### src/rtl/fetch_decode_queue.sv
// fetch_decode_queue: circular IF->ID instruction buffer.
// Each entry holds {instruction, PC, PC+4, predicted-taken}. Valid/ready on both
// sides, first-word fall-through on the output, FLUSH empties the queue on a redirect.
module fetch_decode_queue #(
  parameter int DEPTH   = 4,
  parameter int INSTR_W = 32,
  parameter int ADDR_W  = 32
) (
  input  logic                         CLK,
  input  logic                         RESET,
  input  logic                         FLUSH,
  input  logic                         IN_VALID,
  output logic                         IN_READY,
  input  logic [INSTR_W-1:0]           Instr1_IF,
  input  logic [ADDR_W-1:0]            Instr_PC_IF,
  input  logic [ADDR_W-1:0]            Instr_PC_Plus4_IF,
  input  logic                         Pred_Taken_IF,
  output logic                         OUT_VALID,
  input  logic                         OUT_READY,
  output logic [INSTR_W-1:0]           Instr1_OUT,
  output logic [ADDR_W-1:0]            Instr_PC_OUT,
  output logic [ADDR_W-1:0]            Instr_PC_Plus4_OUT,
  output logic                         Pred_Taken_OUT,
  output logic [$clog2(DEPTH+1)-1:0]   COUNT
);

  localparam int PW = $clog2(DEPTH);
  localparam int CW = $clog2(DEPTH+1);

  // Entry storage, one register set per slot.
  logic [INSTR_W-1:0] instr_q [DEPTH];
  logic [ADDR_W-1:0]  pc_q    [DEPTH];
  logic [ADDR_W-1:0]  pc4_q   [DEPTH];
  logic               pt_q    [DEPTH];

  logic [PW-1:0] wr_ptr_q, wr_ptr_d;
  logic [PW-1:0] rd_ptr_q, rd_ptr_d;
  logic [CW-1:0] count_q, count_d;

  logic push;
  logic pop;

  // Handshake status; full blocks pushes even when a pop happens this cycle.
  assign IN_READY  = (count_q != CW'(DEPTH));
  assign OUT_VALID = (count_q != '0);
  assign push      = IN_VALID & IN_READY & ~FLUSH;
  assign pop       = OUT_VALID & OUT_READY & ~FLUSH;
  assign COUNT     = count_q;

  // Head entry drives the outputs directly; forced to zero while empty.
  always_comb begin
    Instr1_OUT         = '0;
    Instr_PC_OUT       = '0;
    Instr_PC_Plus4_OUT = '0;
    Pred_Taken_OUT     = 1'b0;
    if (OUT_VALID) begin
      Instr1_OUT         = instr_q[rd_ptr_q];
      Instr_PC_OUT       = pc_q[rd_ptr_q];
      Instr_PC_Plus4_OUT = pc4_q[rd_ptr_q];
      Pred_Taken_OUT     = pt_q[rd_ptr_q];
    end
  end

  // Next-state for pointers and occupancy; FLUSH overrides any same-cycle transfer.
  always_comb begin
    wr_ptr_d = wr_ptr_q;
    rd_ptr_d = rd_ptr_q;
    count_d  = count_q;
    if (FLUSH) begin
      wr_ptr_d = '0;
      rd_ptr_d = '0;
      count_d  = '0;
    end else begin
      if (push) wr_ptr_d = wr_ptr_q + PW'(1);
      if (pop)  rd_ptr_d = rd_ptr_q + PW'(1);
      if (push && !pop)      count_d = count_q + CW'(1);
      else if (pop && !push) count_d = count_q - CW'(1);
    end
  end

  // Pointer and occupancy registers.
  always_ff @(posedge CLK or posedge RESET) begin
    if (RESET) begin
      wr_ptr_q <= '0;
      rd_ptr_q <= '0;
      count_q  <= '0;
    end else begin
      wr_ptr_q <= wr_ptr_d;
      rd_ptr_q <= rd_ptr_d;
      count_q  <= count_d;
    end
  end

  // Per-slot write: a slot captures the incoming entry when it is the write target.
  for (genvar gi = 0; gi < DEPTH; gi++) begin : g_slot
    always_ff @(posedge CLK or posedge RESET) begin
      if (RESET) begin
        instr_q[gi] <= '0;
        pc_q[gi]    <= '0;
        pc4_q[gi]   <= '0;
        pt_q[gi]    <= 1'b0;
      end else if (push && (wr_ptr_q == PW'(gi))) begin
        instr_q[gi] <= Instr1_IF;
        pc_q[gi]    <= Instr_PC_IF;
        pc4_q[gi]   <= Instr_PC_Plus4_IF;
        pt_q[gi]    <= Pred_Taken_IF;
      end
    end
  end

endmodule

### config.mk
export PLATFORM = sky130hd
export DESIGN_NAME = fetch_decode_queue
export DESIGN_NICKNAME = d
export VERILOG_FILES = /design/src/rtl/fetch_decode_queue.sv
export SDC_FILE = /design/constraint.sdc
export NUM_CORES = 1
export LEC_CHECK = 0
export ABC_CLOCK_PERIOD_IN_PS = 15500
export CORE_MARGIN = 2
export CORE_UTILIZATION = 28
export CTS_CLUSTER_DIAMETER = 150
export DETAILED_ROUTE_END_ITERATION = 7
export PLACE_DENSITY = 0.52
export SLEW_MARGIN = 30
export SYNTH_ARGS = -nofsm -noshare
export SYNTH_HDL_FRONTEND = slang
export SYNTH_SLANG_ARGS = --single-unit
### constraint.sdc
create_clock -name CLK -period 15.5 [get_ports CLK]
set_input_delay 3.1 -clock CLK [delete_from_list [all_inputs] [get_ports CLK]]
set_output_delay 3.1 -clock CLK [all_outputs]
set_load 0.01 [all_outputs]
==> impl_metrics.json <==
{
  "path_cells": "buf_4, buf_6, mux4_2, and2_1, clkdlybuf4s50_1",
  "ctsResizeCount": 0,
  "p_switching_mw": 1.28,
  "ant_nets": 0,
  "place_area_sq_um": 20800,
  "drtPass1Iterations": 6,
  "overflow": 0,
  "fp-row-count": 92,
  "layout-drive-gt1-share_pct": 44.3,
  "nets": 1403,
  "die_area_sq_um": 66200,
  "cts_sinks": 395,
  "netlist_instances": 1107,
  "endpoint_kind": "output port",
  "area_delta_synth_final_pct": 24.8,
  "hpwl_um": 25600,
  "async_flop_share_pct": 100,
  "cts_setup_buffers": 0,
  "clk_latency_ns": 0.57,
  "wl_um": 43900,
  "synthFlopType": "dfrtp_1",
  "clock_skew_ns": 0.0225,
  "critPathKind": "flop to output port",
  "crit_fanout": 43,
  "tns_ns": 0,
  "startpoint_type": "flop",
  "grt_use_total_pct": 13.5,
  "synth_seq_area_share_pct": 55.0,
  "synth_nets": 1214,
  "synth_seq_cells": 395,
  "synth_edf_count": 0,
  "ioPinCount": 204,
  "drc": 0,
  "root_buffer": "clkbuf_16",
  "numPortBuffers": 203,
  "instances_no_fill": 2178,
  "antenna_found_initial": 6,
  "period_share_pct": 45.6,
  "sw_frac_of_total_pct": 28.7,
  "p_clk_share_pct": 25.6,
  "p_seq_share_pct": 37.6,
  "crit_slowest_cell": "dfrtp_4",
  "p_leak_nw": 9.44,
  "grt_pass1_vias": 11300,
  "ff2ff_path_depth": 6,
  "hold_ws_ns": 0.500,
  "cts_hold_buf": 0,
  "die_height_um": 257,
  "drtIter0Drc": 390,
  "avgSynthCellArea_sq_um": 16.2,
  "hp-class": "flop to flop",
  "worst_ep_required_time_ns": 12.40,
  "finalWeightedCongestion": 0.687,
  "syn_area_sq_um": 18000,
  "yosys_warnings": 0,
  "dp_cells": 2093,
  "drv_cap": 0,
  "ys_types": 33,
  "min_period_ns": 7.06,
  "status": "finished clean",
  "grt_max_degree": 117,
  "core_sq_um": 63200,
  "cts_buffers": 47,
  "worst_slew_pin_slew_ns": 0.952,
  "power_density_nw_per_um2": 199,
  "grt_pass1_wl_um": 69700,
  "max_freq_mhz": 142,
  "wl_per_cell_um": 20.1,
  "cts_buffer_depth": 3,
  "vias": 10100,
  "slew_viol_final": 0,
  "setup_viol": 0,
  "via_per_inst": 4.65,
  "cts_htree_levels": 2,
  "die_w_um": 257,
  "start_util_pct": 28.4,
  "finalInstanceArea_sq_um": 22400,
  "comb_power_share_pct": 36.8,
  "hold_depth": 1,
  "critPathMaxStageDelay_ns": 0.79,
  "vdd_drop_max_mv": 0.0732,
  "cts.clk_slew.worst_paths_ns": 0.06,
  "worstPathArrival_ns": 3.96,
  "rsz0062_at_grt": "no",
  "power.internal_mw": 3.18,
  "cts_tree": "done",
  "relSlewSlack_pct": 36.5,
  "finalHoldViolations": 0
}
power by group through the flow:
stage | Combinational, mW | Clock, mW | Sequential, mW
after CTS | 1.68 | 1.19 | 1.68
after floorplan | 1.09 | 0 | 1.60
after global placement | 1.65 | 0 | 1.68
after global routing | 1.77 | 1.23 | 1.73
final | 1.64 | 1.14 | 1.68
after detailed placement | 1.67 | 0 | 1.69
registers in the layout, indices dropped and copies added, names as in the netlist:
name,flops
COUNT,3
instr_q,128
pc4_q,128
pc_q,128
pt_q,4
rd_ptr_q,2
wr_ptr_q,2
final timing paths:
path,slack [ns],start,end
setup / recovery,8.44,rd_ptr_q[0],Instr1_OUT[0]
min in group asynchronous,3.13,RESET,pc4_q[127]
setup reg to reg,12.16,COUNT[0],pc4_q[45]
max in group asynchronous,10.31,RESET,pc4_q[47]
hold reg to reg,0.50,instr_q[120],instr_q[120]
hold / removal,0.50,instr_q[120],instr_q[120]
cell usage in the layout (no fill, tap or decap), drive strengths merged:
master,Yosys,final
a211oi,1,1
a21oi,2,2
a221oi,1,1
a31o,1,1
and2,97,97
and2b,1,1
and3,1,1
buf,66,15
bufinv,0,5
clkbuf,12,64
clkdlybuf4s50,0,203
clkinv,0,11
clkinvlp,0,3
dfrtp,395,395
diode,0,1
fa,1,1
ha,4,4
inv,8,9
mux2,390,390
mux2i,1,1
mux4,97,97
nand2,1,1
nand3,6,6
nand3b,1,1
nor2,9,9
nor3b,1,1
o21a,2,2
o21ai,3,3
o311a,1,1
o311ai,1,1
o31ai,2,2
xor2,2,2
cells in the mapped netlist (2+ instances only):
| library cell | number | share of area [%] |
|---|---|---|
| nand3_2 | 3 | 0.17 |
| inv_1 | 7 | 0.15 |
| mux2_4 | 30 | 2.5 |
| clkbuf_1 | 12 | 0.25 |
| buf_4 | 9 | 0.38 |
| a21oi_1 | 2 | 0.056 |
| buf_2 | 51 | 1.4 |
| xor2_1 | 2 | 0.098 |
| o31ai_1 | 2 | 0.084 |
| o21a_1 | 2 | 0.084 |
| and2_1 | 97 | 3.4 |
| ha_1 | 4 | 0.28 |
| mux4_2 | 97 | 12 |
| buf_6 | 5 | 0.31 |
| nor2_1 | 9 | 0.19 |
| o21ai_0 | 3 | 0.084 |
| mux2_2 | 360 | 23 |
| nand3_1 | 3 | 0.084 |
| dfrtp_1 | 395 | 55 |
area by class of cell:
cell class	instances	area (sq um)
Fill cell	6028	40800
Timing Repair Buffer	218	2180
Sequential cell	395	9890
Clock inverter	20	240
Multi-Input combinational cell	626	7650
Tap cell	846	1060
Antenna cell	1	2.50
Clock buffer	64	1350
Inverter	8	37.5
worst max-delay path: cells and delay by family, from the launching register on:
kind                   cells  cell delay (ns)
buffers and inverters      3             1.74
flip-flops                 1             0.79
multiplexers               1             0.59
AND/OR/NAND/NOR            1             0.20
kinds of logic after synthesis:
logic type,synth area share [%]
muxes,37.3
DFF,55.0
and+or+nand+nor,4.09
buffers and inverters,2.55
AOI/OAI and AO/OA,0.550
adders and majority gates,0.390
xor gates and xnor gates,0.0975
layer usage:
layer | vias up | global-route usage (%) | part of all wire, %
met5 | - | 0 | 0.10
met4 | 6 | 3.36 | 1.9
met3 | 64 | 3.38 | 5.0
met2 | 182 | 21.4 | 47
met1 | 5443 | 18.5 | 46
li1 | 4443 | - | -
through the flow:
step                utilization (%)  worst slack (ns)  power [mW]
global route                   35.5              8.11        4.74
floorplan                         -              1.42        2.69
global placement               32.9              8.61        3.33
finish                         35.5              8.44        4.46
detailed placement             32.9              8.62        3.37
CTS                            35.4              7.98        4.55
No activity file was read; power rests on OpenSTA's default activity.
